File: src/rtl/run_pkg.sv
// Shared types for the run sequencer: FSM state encoding and the
// halt opcode the decoder matches to raise Halt.
package run_pkg;

    typedef enum logic [1:0] {
        IDLE,
        INIT,
        RUN,
        DONE
    } run_state_t;

    localparam logic [8:0] HALT_OPCODE = 9'h1FF;

endpackage

File: src/rtl/dmem_port_mux.sv
// DataMem port arbiter: core owns the port in RUN, host in IDLE/DONE,
// nobody in INIT. Registers host read data with a one-cycle valid.
// Ports: Clk, Reset (async, active-low), State (sequencer state),
//   Core* (core access), Host* (host access, grant, read return),
//   Mem* (to/from DataMem, combinational read data).
module dmem_port_mux
    import run_pkg::*;
#(
    parameter int AW = 8,
    parameter int DW = 8
) (
    input  logic          Clk,
    input  logic          Reset,
    input  run_state_t    State,
    input  logic [AW-1:0] CoreMemAddr,
    input  logic          CoreMemWe,
    input  logic [DW-1:0] CoreMemWData,
    input  logic          HostReq,
    input  logic          HostWe,
    input  logic [AW-1:0] HostAddr,
    input  logic [DW-1:0] HostWData,
    output logic          HostGnt,
    output logic          HostRValid,
    output logic [DW-1:0] HostRData,
    output logic [AW-1:0] MemAddr,
    output logic          MemWe,
    output logic [DW-1:0] MemWData,
    input  logic [DW-1:0] MemRData
);

    logic core_own;
    logic host_own;
    logic host_rd;

    assign core_own = (State == RUN);
    assign host_own = (State == IDLE) || (State == DONE);
    // A host request outside the host window is simply not granted;
    // the host keeps it asserted until the window opens.
    assign HostGnt  = host_own & HostReq;
    assign host_rd  = HostGnt & ~HostWe;

    always_comb begin
        MemAddr  = '0;
        MemWe    = 1'b0;
        MemWData = '0;
        if (core_own) begin
            MemAddr  = CoreMemAddr;
            MemWe    = CoreMemWe;
            MemWData = CoreMemWData;
        end else if (host_own) begin
            MemAddr  = HostAddr;
            MemWe    = HostReq & HostWe;
            MemWData = HostWData;
        end
    end

    always_ff @(posedge Clk or negedge Reset) begin
        if (!Reset) begin
            HostRValid <= 1'b0;
            HostRData  <= '0;
        end else begin
            HostRValid <= host_rd;
            if (host_rd) begin
                HostRData <= MemRData;
            end
        end
    end

endmodule

File: src/rtl/run_sequencer.sv
// Run controller: Start -> PC init -> run -> halt -> Ack, with a cycle
// counter, watchdog and DataMem port sharing between core and host.
// Ports: Clk, Reset (async, active-low), Start, Halt, PcInit, CoreRun,
//   Ack, Timeout, CycleCt, Core*/Host*/Mem* (see dmem_port_mux).
module run_sequencer
    import run_pkg::*;
#(
    parameter int            AW         = 8,
    parameter int            DW         = 8,
    parameter int            CW         = 16,
    parameter logic [CW-1:0] MAX_CYCLES = 16'hFFF0
) (
    input  logic          Clk,
    input  logic          Reset,
    input  logic          Start,
    input  logic          Halt,
    output logic          PcInit,
    output logic          CoreRun,
    output logic          Ack,
    output logic          Timeout,
    output logic [CW-1:0] CycleCt,
    input  logic [AW-1:0] CoreMemAddr,
    input  logic          CoreMemWe,
    input  logic [DW-1:0] CoreMemWData,
    input  logic          HostReq,
    input  logic          HostWe,
    input  logic [AW-1:0] HostAddr,
    input  logic [DW-1:0] HostWData,
    output logic          HostGnt,
    output logic          HostRValid,
    output logic [DW-1:0] HostRData,
    output logic [AW-1:0] MemAddr,
    output logic          MemWe,
    output logic [DW-1:0] MemWData,
    input  logic [DW-1:0] MemRData
);

    // Count value at the start of the last allowed RUN cycle; the
    // increment on that cycle lands exactly on MAX_CYCLES, never past.
    localparam logic [CW-1:0] LAST_CT = MAX_CYCLES - 1'b1;

    run_state_t state;

    always_ff @(posedge Clk or negedge Reset) begin
        if (!Reset) begin
            state   <= IDLE;
            PcInit  <= 1'b0;
            CoreRun <= 1'b0;
            Ack     <= 1'b0;
            Timeout <= 1'b0;
            CycleCt <= '0;
        end else if (Start) begin
            // Start overrides halt and watchdog in every state.
            state   <= INIT;
            PcInit  <= 1'b1;
            CoreRun <= 1'b0;
            Ack     <= 1'b0;
            Timeout <= 1'b0;
            CycleCt <= '0;
        end else begin
            unique case (state)
                INIT: begin
                    state   <= RUN;
                    PcInit  <= 1'b0;
                    CoreRun <= 1'b1;
                end
                RUN: begin
                    CycleCt <= CycleCt + 1'b1;
                    if (Halt) begin
                        state   <= DONE;
                        CoreRun <= 1'b0;
                        Ack     <= 1'b1;
                    end else if (CycleCt == LAST_CT) begin
                        state   <= DONE;
                        CoreRun <= 1'b0;
                        Ack     <= 1'b1;
                        Timeout <= 1'b1;
                    end
                end
                IDLE, DONE: begin
                end
            endcase
        end
    end

    dmem_port_mux #(
        .AW (AW),
        .DW (DW)
    ) u_mux (
        .Clk          (Clk),
        .Reset        (Reset),
        .State        (state),
        .CoreMemAddr  (CoreMemAddr),
        .CoreMemWe    (CoreMemWe),
        .CoreMemWData (CoreMemWData),
        .HostReq      (HostReq),
        .HostWe       (HostWe),
        .HostAddr     (HostAddr),
        .HostWData    (HostWData),
        .HostGnt      (HostGnt),
        .HostRValid   (HostRValid),
        .HostRData    (HostRData),
        .MemAddr      (MemAddr),
        .MemWe        (MemWe),
        .MemWData     (MemWData),
        .MemRData     (MemRData)
    );

endmodule
File: config.mk
export PLATFORM = sky130hd
export DESIGN_NAME = run_sequencer
export DESIGN_NICKNAME = d
export VERILOG_FILES = /design/src/rtl/run_pkg.sv /design/src/rtl/dmem_port_mux.sv /design/src/rtl/run_sequencer.sv
export SDC_FILE = /design/constraint.sdc
export NUM_CORES = 1
export LEC_CHECK = 0
export ABC_CLOCK_PERIOD_IN_PS = 1880
export BUFFER_PORTS_ARGS = -buffer_cell sky130_fd_sc_hd__buf_2
export CAP_MARGIN = 20
export CORE_AREA = 2 2 100 54
export DETAILED_ROUTE_END_ITERATION = 10
export DIE_AREA = 0 0 102 56
export GPL_TIMING_DRIVEN = 0
export PLACE_DENSITY = 0.73
export SYNTH_ARGS = -nofsm -noshare
export SYNTH_HDL_FRONTEND = slang
export SYNTH_HIERARCHICAL = 1
export SYNTH_SLANG_ARGS = --single-unit
export TNS_END_PERCENT = 30
File: constraint.sdc
create_clock -name Clk -period 1.88 [get_ports Clk]
set_input_delay 0 -clock Clk [delete_from_list [all_inputs] [get_ports Clk]]
set_output_delay 0 -clock Clk [all_outputs]
set_load 0.02 [all_outputs]
==> results list, run 1 <==
- Outcome: complete, no violations
* # clock sinks: 31
- In the synthesized netlist the async set-or-reset flop fraction comes to 1.00.
- Setup Skew: 0.00947 ns
- CTS placed an instance of sky130_fd_sc_hd__clkbuf_8 at the clock tree root.
* Fraction of the cycle the final worst path needs: 0.930
* Worst slack on hold paths: 0.0879 ns
- In this run the worst hold path is classified as input port to flip-flop.
- The first global-routing pass estimated 7400 um of wire.
- Final TNS setup: 0 ns
- I/O pin count: 94
* Drt first-iter violations: 75
- In the final layout, the share of cells above drive strength 1 is 0.472.
- Data on the critical path is required at its endpoint by 2.08 ns.
- In this run the tool buffered the top-level ports with 93 buffer cells.
* Die footprint: 5710 um^2
- In the synthesized netlist, the number of instances is 155.
* Yosys warnings: 6
- Leftover overflow at the end of global routing: 0
- CTS tree: built
- Dividing the detail-routed wire length by the instance count gives 13.4 um.
- Maximum vdd ir drop: 0.555 mV
- At the end of routability-driven placement, the weighted congestion stood at 0.754.
* Layout area overhead: 48.5%
* Worst setup slack after placement: -0.0202 ns
* Core Footprint: 4770 um^2
* Simple-gate share of the synthesized area: 0.214
- Sequential cell area fraction in the yosys report: 0.477
* Peak fanout along the critical path: 6
- Critical-path top delay cell: sky130_fd_sc_hd__or3_4
- Post-layout minimum cycle time: 1.75 ns
- A synthesized cell averages 10.5 um^2.
* Type of the setup path with the least slack: flip-flop to flip-flop
- In this run, distinct cell masters in the synthesized netlist total 35.
* Per-cell via count in the routed design: 4.67
- Final setup vio count: 0
- Worst path arrival time: 1.95 ns
* Total nets after synthesis: 204
* Number of standard-cell rows in the floorplan: 18
* Critical-path cell list: ha_1 -> nand3_2 -> or3_4 -> or3_1 -> a21oi_1
- Initial standard-cell utilization of the core: 0.341
- The tool flagged a number of max-cap violations equal to 0.
- For this run, the detailed router's first-pass iteration total came to 4.
- Via total after detailed routing: 1574
* Normalized max-slew margin: 0.534
- Post-route worst setup slack: 0.132 ns
- Crit path launch type: flip-flop
* Xor/xnor share of the synthesized area: 0.0431
- The number of antenna violations at the first check in global routing is 0.
- Register bit count reported by yosys: 31
- Slew at the pin closest to its max-slew limit: 0.699 ns
* Number of enable-type register cells in the synthesized netlist: 0
* Number of H-tree levels: 2
- The kind of cell with the highest combined delay along the critical path is simple AND/OR/NAND/NOR gates.
- Entering global routing, the biggest net connects 32 pins.
* Top library cells by usage in the layout, fill and taps aside: 95 x sky130_fd_sc_hd__buf_2, 28 x sky130_fd_sc_hd__dfrtp_1, 15 x sky130_fd_sc_hd__a22o_1
* Combined area of the multi-input logic cells: 830 um^2
- In this run the vertical extent of the chip is 56 um.
- Adder-Cell Fraction of Synth Area: 0.0154
- After synthesis the cells add up to 1630 um^2.
- Share of cell area taken by muxes after synthesis: 0.0554
- After filler insertion, the fill cell instance count of the layout stands at 474.
- Highest cell delay on the worst timing path: 0.44 ns
- The die is 102 um wide.
* Maximum frequency from static timing analysis: 572 MHz
- Total setup buffers inserted after CTS: 0
- Registers take 779 um^2.
* Dominant synthesized flop cell: sky130_fd_sc_hd__dfrtp_1
- Number of buffers between clock root and the deepest sink: 2
* Worst reg-to-reg setup slack: 0.13 ns
* Post-CTS clock slew at the launch and capture registers of the worst setup and hold paths: 0.07 ns
- The count of final hold-check violations was 0.
* Largest family of logic cells by synthesized area: simple AND/OR/NAND/NOR gates
- The completed layout was analyzed and its total power is 1.91 mW.
- In the final design database the tool counted 315 nets.
* Final HPWL DP: 3430 um
* Number of nets with antenna violations after routing: 0
* Lkg Pwr: 1.21 nW
* Final Routed Wirelength: 4510 um
- Number of global-route vias before repair: 1559
* Clock latency on the worst-skew pair: 0.28 ns
- RSZ-0062 raised after global routing: no
- The complex-gate fraction of the synthesized area is 0.168.
- Critical Path Sink Type: flip-flop
* Crit path buffers/inverters: 0
* Inserted Clock Buffers: 5
* Antenna fix cells: 0
- Dividing total power by cell area gives a power density of 789 nW/um^2.
- The number of pins with negative max-slew slack in the final report is 0.
- For this run, design rule violations remaining after detail routing come to 0.
- Most common library cell in the layout ignoring fill and taps: sky130_fd_sc_hd__buf_2
- Global-route usage over all layers: 0.164
through the flow:
| step | cells | util | instance area [um^2] |
|---|---|---|---|
| 2_1_floorplan | 155 | - | 1630 |
| 3_3_place_gp | 318 | 0.456 | 2180 |
| 3_5_place_dp | 318 | 0.456 | 2180 |
| 4_1_cts | 337 | 0.502 | 2390 |
| 5_1_grt | 337 | 0.506 | 2420 |
| 6_report | 337 | 0.506 | 2420 |
cells in the mapped netlist (3+ instances only):
cell type | n | area [um^2]
sky130_fd_sc_hd__mux2_2 | 8 | 90.1
sky130_fd_sc_hd__nor2_1 | 13 | 48.8
sky130_fd_sc_hd__xor2_1 | 4 | 35.0
sky130_fd_sc_hd__nand4_1 | 7 | 43.8
sky130_fd_sc_hd__a21oi_1 | 9 | 45.0
sky130_fd_sc_hd__inv_1 | 4 | 15.0
sky130_fd_sc_hd__a22o_1 | 15 | 131
sky130_fd_sc_hd__o21ai_0 | 9 | 45.0
sky130_fd_sc_hd__nand2b_1 | 3 | 18.8
sky130_fd_sc_hd__nand2_1 | 7 | 26.3
sky130_fd_sc_hd__xnor2_1 | 4 | 35.0
sky130_fd_sc_hd__nor2b_1 | 3 | 18.8
sky130_fd_sc_hd__dfrtp_1 | 31 | 776
sky130_fd_sc_hd__nand3_1 | 5 | 25.0
sky130_fd_sc_hd__or3_1 | 8 | 50.1
repair_timing:
action / in CTS / in global routing
gates resized for setup: 1 / 6
setup endpoints to repair: 3 / 13
hold endpoints to repair: 40 / 0
hold buffers: 11 / 0
sequential cells by signal (all words and copies together), names as in the netlist:
| name | cells |
|---|---|
| Ack | 1 |
| u_mux/HostRData | 8 |
| state | 2 |
| u_mux/HostRValid | 1 |
| Timeout | 1 |
| PcInit | 1 |
| CycleCt | 16 |
| CoreRun | 1 |
routing by layer:
layer	vias up	GRT usage	part of all wire
li1	794	-	-
met1	743	0.241	0.49
met2	37	0.243	0.45
met3	0	0.0515	0.067
met4	0	0.0171	0
met5	-	0	0
power by group:
| part | total, mW | switching, mW | internal [mW] |
|---|---|---|---|
| combinational | 0.560 | 0.316 | 0.244 |
| clock | 0.570 | 0.236 | 0.334 |
| sequential | 0.776 | 0.0408 | 0.735 |
| total | 1.91 | 0.593 | 1.31 |
tightest hold or removal path: stages:
cell and delay [ns]:
sky130_fd_sc_hd__buf_2 0.12, sky130_fd_sc_hd__nand3b_4 0.14, sky130_fd_sc_hd__inv_1 0.05
path summary, 6_finish.rpt:
kind / start / to / cells past startpoint
setup / recovery: CycleCt[1]$_DFFE_PN0P_ / CycleCt[10]$_DFFE_PN0P_ / 5
hold / removal: HostReq / u_mux/HostRValid$_DFF_PN0_ / 3
setup reg to reg: CycleCt[1]$_DFFE_PN0P_ / CycleCt[10]$_DFFE_PN0P_ / 5
hold reg to reg: PcInit$_DFFE_PN0P_ / PcInit$_DFFE_PN0P_ / 1
max in group asynchronous: Reset / state[0]$_DFFE_PN0P_ / 2
min in group asynchronous: Reset / CycleCt[10]$_DFFE_PN0P_ / 2
cell families after synthesis:
| group | Yosys count |
|---|---|
| DFF | 31 |
| adders and majority gates | 2 |
| buffers and inverters | 9 |
| muxes | 8 |
| AOI/OAI and AO/OA | 38 |
| xor gates and xnor gates | 8 |
| and+or+nand+nor | 59 |
layout make-up:
| class | instances | area share |
|---|---|---|
| multi-input cells | 115 | 0.343 |
| flip-flops and latches | 31 | 0.323 |
| repair buffers | 104 | 0.238 |
| clock buffers | 8 | 0.0414 |
| well taps | 70 | 0.0363 |
| plain buffers | 5 | 0.0119 |
| inverters | 4 | 0.00621 |
No activity file was read; power rests on OpenSTA's default activity.
==> run 2, diff against run 1 <==
--- a/config.mk
+++ b/config.mk
@@ -8,11 +8,12 @@
 export ABC_CLOCK_PERIOD_IN_PS = 1880
 export BUFFER_PORTS_ARGS = -buffer_cell sky130_fd_sc_hd__buf_2
 export CAP_MARGIN = 20
-export CORE_AREA = 2 2 100 54
+export CORE_AREA = 2 2 90 49
+export CTS_CLUSTER_DIAMETER = 40
 export DETAILED_ROUTE_END_ITERATION = 10
-export DIE_AREA = 0 0 102 56
+export DIE_AREA = 0 0 92 51
 export GPL_TIMING_DRIVEN = 0
-export PLACE_DENSITY = 0.73
+export PLACE_DENSITY = 0.86
 export SYNTH_ARGS = -nofsm -noshare
 export SYNTH_HDL_FRONTEND = slang
 export SYNTH_HIERARCHICAL = 1
==> run 2 against run 1 <==
Compared with the run above: sequential share of layout area up 0.084 points; first-iteration DRC count up 33%; sequential power about the same; final cell count down 3.9%; clock skew down 0.0013 ns; total power down 0.55%; combinational power about the same; highest routed layer unchanged; flip-flop and latch count unchanged; clock power down 2%; setup slack worse by 0.032 ns; critical path type unchanged; largest cell class unchanged.
==> results list, run 2 (synthesized netlist as in run 1, its figures left out) <==
- Number of standard-cell rows in the floorplan: 17 (-1)
- Normalized max-slew margin: 0.560 (+0.0264)
* Inserted Clock Buffers: 5 (unchanged)
- Number of H-tree levels: 2 (unchanged)
* Maximum frequency from static timing analysis: 562 MHz (-1.8%)
- Drt first-iter violations: 100 (+33%)
- Clock latency on the worst-skew pair: 0.27 ns (about the same)
* Peak fanout along the critical path: 6 (unchanged)
- # clock sinks: 31 (unchanged)
- From synthesis to final layout, the design area changed by 48.2%.
* Top library cells by usage in the layout, fill and taps aside: 94 x sky130_fd_sc_hd__buf_2, 28 x sky130_fd_sc_hd__dfrtp_1, 15 x sky130_fd_sc_hd__a22o_1
- WHS Path Cells: 3 (unchanged)
* DRC viols: 0 (unchanged)
- Largest delay share family, worst path: simple AND/OR/NAND/NOR gates
- The leakage power figure was 1.21 nW (about the same).
* Leftover overflow at the end of global routing: 0 (unchanged)
* Share of layout cells above drive strength 1: 0.472 (unchanged)
* Min-delay src: HostReq
- The effective utilization at floorplan came to 0.402 (+0.0618).
- The number of fill cells in the layout came to 351 (-26%).
- In this run the clock root is driven by a sky130_fd_sc_hd__clkbuf_8.
- WP depth: 5 (unchanged)
- The aggregate routed wire length came to 4350 um (-3.5%).
- I/O pin count: 94 (unchanged)
- Hold worst-path end: u_mux/HostRValid$_DFF_PN0_
* Post-layout power: 1.90 mW (-0.55%)
* Worst path arrival time: 1.96 ns (about the same)
- TritonCTS built the clock tree.
* Number of nets with antenna violations after routing: 0 (unchanged)
* Maximum number of pins on one net before global-route repair: 32 (unchanged)
- The via count of the first global-routing pass was 1484 (-4.8%).
* Final number of hold-violating endpoints: 0 (unchanged)
* RSZ-0062 raised after global routing: no
- Fraction of the cycle the final worst path needs: 0.947 (+0.0168)
- The clock transition at the registers of the reported paths is 0.06 ns (about the same).
- Post-layout minimum cycle time: 1.78 ns (+0.0315 ns)
* Startpoint of the worst-slack reg-to-reg timing path: CycleCt[0]$_DFFE_PN0P_
- Antenna fix cells: 0 (unchanged)
- Traced cell by cell, the critical path runs through ha_1 -> nand3_4 -> or3_4 -> or3_1 -> a21oi_1.
* Global-route wire length before repair: 7230 um (-2.3%)
- The number of antenna violations at the first check in global routing is 0 (unchanged).
- The sum of buffers and inverters on the critical path came to 0 (unchanged).
- Crit path launch type: flip-flop
- The first-pass iteration count of the detailed router is 4 (unchanged).
- The setup path with the least slack is of type flip-flop to flip-flop.
* Critical-path top delay cell: sky130_fd_sc_hd__dfrtp_2
- Worst reg-to-reg setup slack: 0.10 ns (-0.03 ns)
- The worst clock skew came to 0.00817 ns (-0.00130 ns).
* Global-route usage over all layers: 0.196 (+0.0314)
- The measured slew at the worst slew-check pin was 0.660 ns (-0.0396 ns).
* Type of the worst min-delay path: input port to flip-flop
* Die span in y: 51 um (-8.9%)
* Width of the chip: 92 um (-9.8%)
- Die footprint: 4690 um^2 (-18%)
- STA classifies the critical path endpoint as a flip-flop.
* Largest register FFs: 16 (unchanged)
- The area of the core region was 4040 um^2 (-15%).
* Outcome: complete, no violations
- The final estimated routing congestion in global placement was 0.817 (+8.4%).
* Worst R2R End: CycleCt[10]$_DFFE_PN0P_
- Combined area of the multi-input logic cells: 837 um^2 (+0.90%)
- The number of pins with negative max-slew slack in the final report was 0 (unchanged).
- Port Buffer Count: 93 (unchanged)
* Required time at the worst-slack endpoint: 2.06 ns (-0.02 ns)
* Per-cell via count in the routed design: 4.90 (+4.9%)
- In the final layout, the registers with the most flip-flops are CycleCt (16), u_mux/HostRData (8), state (2).
* Most common library cell in the layout ignoring fill and taps: sky130_fd_sc_hd__buf_2
* Power density normalized to cell area: 786 nW/um^2 (-0.29%)
- The post-CTS setup buffer count is 0 (unchanged).
- Net count of the finished layout: 315 (unchanged)
- The total via count after detailed routing is 1587 (+0.83%).
* Number of cells traversed by the worst register-to-register path: 5 (unchanged)
- The final core utilization is 0.596 (+0.0903).
- # Max-Cap Violations: 0 (unchanged)
* Highest cell delay on the worst timing path: 0.42 ns (-0.02 ns)
* Final routed wire length divided by cell count: 13.4 um (+0.37%)
* Number of buffers between clock root and the deepest sink: 2 (unchanged)
- The maximum resistive drop on vdd came to 0.788 mV (+42%).
- The setup violation total in the final timing report is 0 (unchanged).
* Sequential cell area: 779 um^2 (unchanged)
- CycleCt holds more flip-flops than any other register.
* Final HPWL DP: 3270 um (-4.6%)
==> run 2: worst max-delay path by stage <==
stage | startpoint | end | slack, ns
floorplan | CycleCt[0]$_DFFE_PN0P_ | CycleCt[12]$_DFFE_PN0P_ | 0.09
global placement | CycleCt[1]$_DFFE_PN0P_ | CycleCt[10]$_DFFE_PN0P_ | 0.03
detailed placement | CycleCt[0]$_DFFE_PN0P_ | CycleCt[10]$_DFFE_PN0P_ | -0.04
CTS | state[0]$_DFFE_PN0P_ | MemWData[1] | 0.01
global route | CycleCt[0]$_DFFE_PN0P_ | CycleCt[10]$_DFFE_PN0P_ | 0.001
finish | CycleCt[0]$_DFFE_PN0P_ | CycleCt[10]$_DFFE_PN0P_ | 0.10
==> run 2: stage by stage <==
stage	setup WS, ns	area [um^2]	cells	hold WS (ns)	TNS, ns
global route	0.00119	2410	324	0.100	0
CTS	0.0147	2380	324	0.0862	0
floorplan	0.0886	1630	155	-0.296	0
finish	0.100	2410	324	0.0875	0
detailed placement	-0.0449	2160	305	0.0761	-0.0449
global placement	0.0311	2160	305	0.0830	0
==> run 2: layout make-up <==
type,instances,share of cell area
buffer,5,0.0130
inverter,4,0.00623
tap,57,0.0296
clock buffer,8,0.0415
timing repair buffer,104,0.239
sequential,31,0.323
multi-input combinational,115,0.347
==> run 2: report_power, final <==
group          total [mW]  leakage, nW  internal (mW)  switching, mW
logic               0.561        0.760          0.245          0.316
registers           0.777        0.402          0.735         0.0417
clock network       0.557       0.0515          0.334          0.224
total                1.90         1.21           1.31          0.581
==> run 2: repair_timing <==
item | CTS | global route
setup endpoints to repair | 13 | 14
hold buffers | 11 | 0
hold endpoints to repair | 40 | 0
resized for setup | 3 | 6
==> run 2: metal layers <==
metal / vias up / global-route usage / share of wire
met5: - / 0 / 0
li1: 795 / - / -
met2: 31 / 0.293 / 0.46
met3: 0 / 0.0516 / 0.035
met1: 761 / 0.285 / 0.50
met4: 0 / 0.0423 / 0
==> run 2: worst reg2reg max path, delay by kind of cell (launching register included) <==
| family | cells | cell delay (ns) |
|---|---|---|
| DFF | 1 | 0.42 |
| adders and majority gates | 1 | 0.24 |
| and+or+nand+nor | 3 | 0.86 |
| AOI/OAI and AO/OA | 1 | 0.18 |
==> run 3, diff against run 2 <==
--- a/config.mk
+++ b/config.mk
@@ -13,9 +13,8 @@
 export DETAILED_ROUTE_END_ITERATION = 10
 export DIE_AREA = 0 0 92 51
 export GPL_TIMING_DRIVEN = 0
-export PLACE_DENSITY = 0.86
+export PLACE_DENSITY = 0.87
 export SYNTH_ARGS = -nofsm -noshare
 export SYNTH_HDL_FRONTEND = slang
-export SYNTH_HIERARCHICAL = 1
 export SYNTH_SLANG_ARGS = --single-unit
 export TNS_END_PERCENT = 30
==> run 3 against run 2 <==
Compared with the run above: combinational power increased by 140%; total power grew 45%; non-clock buffer count grew 1; synthesized cell count up 19%; wire length up 3.0%.
==> results list, run 3 <==
* Final setup vio count: 0 (unchanged)
* Final Routed Wirelength: 4480 um (+3.0%)
* Non-filler instance count after layout: 348 (+7.4%)
- The width of the chip was 92 um (unchanged).
* Yosys warnings: 0 (-6)
* Fill count: 368 (+4.8%)
* Layout area overhead: 43.7%
- Walking the worst path, the cells encountered are inv_1 -> ha_2 -> and2_1 -> nand2b_1 -> mux2_2.
- The total clock sinks was 31 (unchanged).
- Setup Skew: 0.00526 ns (-0.00291 ns)
- Setup repair after global routing could not meet its margin everywhere.
- Clock Tree Root: sky130_fd_sc_hd__clkbuf_8
- The share of total power in sequential cells came to 0.319 (-0.091).
- Core Footprint: 4040 um^2 (unchanged)
* Final number of hold-violating endpoints: 0 (unchanged)
- Mean area per synthesized cell: 9.04 um^2 (-14%)
- Final GP Congestion: 0.784 (-4.1%)
* Netlist area before placement: 1660 um^2 (+2.3%)
* Dominant synthesized flop cell: sky130_fd_sc_hd__dfrtp_1
- STA classifies the critical path startpoint as a flip-flop.
- Required time at the worst-slack endpoint: 2.04 ns (-0.02 ns)
* Number of H-tree levels: 2 (unchanged)
- The total global routing overflow was 0 (unchanged).
* DRC viols: 0 (unchanged)
- Internal power: 1.60 mW (+22%)
- The async set or reset register ratio after synthesis was 1.00 (unchanged).
- Port Buffer Count: 92 (-1.1%)
- The switching power total was 1.14 mW (+97%).
- Antenna fix cells: 0 (unchanged)
* Number of buffers between clock root and the deepest sink: 2 (unchanged)
- Type of the worst min-delay path: input port to flip-flop
* Top library cells by usage in the layout, fill and taps aside: 92 x sky130_fd_sc_hd__buf_2, 33 x sky130_fd_sc_hd__nand2_1, 31 x sky130_fd_sc_hd__dfrtp_1
- Number of global-route vias before repair: 1564 (+5.4%)
* Worst slack on hold paths: 0.0638 ns (-0.0237 ns)
- The relative slew slack is 0.538 (-0.0219).
- Die span in y: 51 um (unchanged)
- The setup TNS after final layout is 0 ns (unchanged).
* Outcome: complete, no violations
* Number of enable-type register cells in the synthesized netlist: 0 (unchanged)
- Die footprint: 4690 um^2 (unchanged)
* Peak fanout along the critical path: 9 (+3)
- The delay of the slowest cell on the worst path was 0.42 ns (about the same).
* Sequential cell area fraction in the yosys report: 0.466 (-0.0108)
- Type of the setup path with the least slack: flip-flop to flip-flop
- Post-layout power: 2.74 mW (+45%)
* Post-layout minimum cycle time: 1.80 ns (+0.0207 ns)
* Post-synthesis cell type count: 33 (-5.7%)
- The switching share of power was 0.417 (+0.110).
- Lkg Pwr: 1.18 nW (-2.3%)
- Global-route wire length before repair: 7090 um (-1.9%)
- Critical Path Sink Type: flip-flop
- The average vias per placed instance was 4.79 (-2.3%).
* Number of nets with antenna violations after routing: 0 (unchanged)
- Net count of the finished layout: 341 (+8.3%)
- Drt first-iter violations: 43 (-57%)
- The number of nets produced by synthesis was 234 (+15%).
- Largest register FFs: 16 (unchanged)
- The final core utilization came to 0.592 (-0.00464).
* Critical-path top delay cell: sky130_fd_sc_hd__dfrtp_1
- Post-CTS clock slew at the launch and capture registers of the worst setup and hold paths: 0.06 ns (about the same)
- More flip-flops sit in one register than any other, and that register is CycleCt.
- Final routed wire length divided by cell count: 12.9 um (-4.1%)
- Clk pwr share: 0.192 (-0.102)
- # Max-Cap Violations: 0 (unchanged)
- In the final layout, the registers with the most flip-flops are CycleCt (16), u_mux.HostRData (8), state (2).
- I/O pin count: 94 (unchanged)
- Most frequently used cell type in the post-synthesis netlist: sky130_fd_sc_hd__nand2_1
* Commonest cells in the synthesized netlist: 33 x sky130_fd_sc_hd__nand2_1, 31 x sky130_fd_sc_hd__dfrtp_1, 17 x sky130_fd_sc_hd__nor2_1
- Power density normalized to cell area: 1150 nW/um^2 (+46%)
- CTS tree: built
* Number of pins with negative max-slew slack in the final report: 0 (unchanged)
- The fraction of the cycle the final worst path needs was 0.958 (+0.0110).
* Initial standard-cell utilization of the core: 0.412 (+0.00929)
* Initial antenna violation count: 0 (unchanged)
* Number of standard-cell rows in the floorplan: 17 (unchanged)
* Slew at the pin closest to its max-slew limit: 0.692 ns (+0.0328 ns)
- DR pass1 iterations: 4 (unchanged)
* Share of layout cells above drive strength 1: 0.402 (-0.0698)
* Dominant cell type by area after synthesis: sky130_fd_sc_hd__dfrtp_1
- Total instance count after detailed placement: 333 (+9.2%)
- Yosys top cell area share: 0.466 (-0.0108)
- Worst path arrival time: 1.96 ns (about the same)
- The post-CTS setup buffer count was 0 (unchanged).
* Maximum number of pins on one net before global-route repair: 32 (unchanged)
- Most common library cell in the layout ignoring fill and taps: sky130_fd_sc_hd__buf_2
- The total clock buffers created by CTS came to 5 (unchanged).
- Via total after detailed routing: 1666 (+5.0%)
* Number of standard cells after synthesis: 184 (+19%)
- Global-route usage over all layers: 0.198 (+0.00197)
- The clock latency reported for the late side of the worst-skew pair was 0.28 ns (about the same).
- Register bit count reported by yosys: 31 (unchanged)
- Maximum frequency from static timing analysis: 555 MHz (-1.1%)
- Final HPWL DP: 3290 um (+0.74%)
* Portion of total power attributed to combinational logic: 0.489 (+0.193)
- By area the synthesized netlist is led by sky130_fd_sc_hd__dfrtp_1 47%, sky130_fd_sc_hd__nand2_1 7.4%, sky130_fd_sc_hd__mux2_2 6.1%, sky130_fd_sc_hd__o21ai_0 4.8%, sky130_fd_sc_hd__xnor2_1 4.7%.
* Maximum vdd ir drop: 0.657 mV (-17%)
[run 3: cell types whose count changed after synthesis, moves of 3 or more]
cell / delta
sky130_fd_sc_hd__o21ai_0: +7
sky130_fd_sc_hd__a21oi_1: -5
sky130_fd_sc_hd__nor2_1: +4
sky130_fd_sc_hd__nand2_1: +26
sky130_fd_sc_hd__clkbuf_1: +8
sky130_fd_sc_hd__or3_1: -6
sky130_fd_sc_hd__xnor2_1: +5
sky130_fd_sc_hd__a22o_1: -12
sky130_fd_sc_hd__nand4_1: -4
sky130_fd_sc_hd__inv_1: +3
sky130_fd_sc_hd__nor3_1: +6
[run 3: layer usage]
layer	part of all wire	track usage	vias to the layer above
met4	0.0060	0.0871	0
li1	-	-	847
met2	0.45	0.294	56
met5	0	0	-
met3	0.071	0.0649	2
met1	0.47	0.265	761
[run 3: repair_timing]
action / in CTS / in global routing
gates resized for setup: 7 / 7
pin swaps: 0 / 0
hold endpoints to repair: 39 / 0
hold buffers: 9 / 0
endpoints found under the setup margin: 22 / 12
[run 3: final cells by class]
type                            count  area [um^2]  share of cell area
Multi-Input combinational cell    136          827               0.346
Inverter                            7         26.3              0.0110
Timing Repair Buffer              101          551               0.230
Clock buffer                        6         82.6              0.0345
Tap cell                           57         71.3              0.0298
Clock inverter                      1         5.00             0.00209
Sequential cell                    31          776               0.324
Buffer                              9         52.6              0.0220
[run 3: cells by family after synthesis]
family | count (synthesis) | synth area share
flip-flops | 31 | 0.466
XOR/XNOR | 11 | 0.0579
AO/OA/AOI/OAI | 30 | 0.114
multiplexers | 10 | 0.0669
adder cells (fa/ha/maj) | 3 | 0.0226
AND/OR/NAND/NOR | 82 | 0.235
buffers and inverters | 17 | 0.0384
[run 3: worst paths after layout]
kind,startpoint,end,slack [ns],depth (start not counted)
worst min register to register,u_mux.HostRData[0]$_DFFE_PN0P_,u_mux.HostRData[0]$_DFFE_PN0P_,0.50,1
worst max-delay path,state[0]$_DFFE_PN0P_,u_mux.HostRData[5]$_DFFE_PN0P_,0.08,5
worst min-delay path,Halt,Timeout$_DFFE_PN0P_,0.06,3
max in group asynchronous,Reset,u_mux.HostRData[2]$_DFFE_PN0P_,1.14,2
min in group asynchronous,Reset,Timeout$_DFFE_PN0P_,0.30,2
worst max register to register,state[0]$_DFFE_PN0P_,u_mux.HostRData[5]$_DFFE_PN0P_,0.08,5
[run 3: worst max-delay path, delay by kind of cell, from the launching register on]
family | cells | cell delay, ns
fa+ha+maj | 1 | 0.32
mux | 1 | 0.39
flops | 1 | 0.42
simple gates | 2 | 0.48
buf+inv | 1 | 0.08
[run 3: power groups by stage]
stage                     Sequential (mW)  Clock (mW)  Combinational [mW]
after CTS                           0.874       0.546                1.32
after detailed placement            0.884           0                1.29
after global placement              0.880           0                1.26
final                               0.876       0.526                1.34
after global routing                0.896       0.575                1.44
after floorplan                      1.02           0               0.696
[run 3: through the flow]
stage,worst slack (ns),instance area (um^2)
floorplan,0.0253,1660
global placement,-0.0625,2200
detailed placement,-0.0810,2200
CTS,0.0148,2380
global route,-0.00528,2390
finish,0.0796,2390
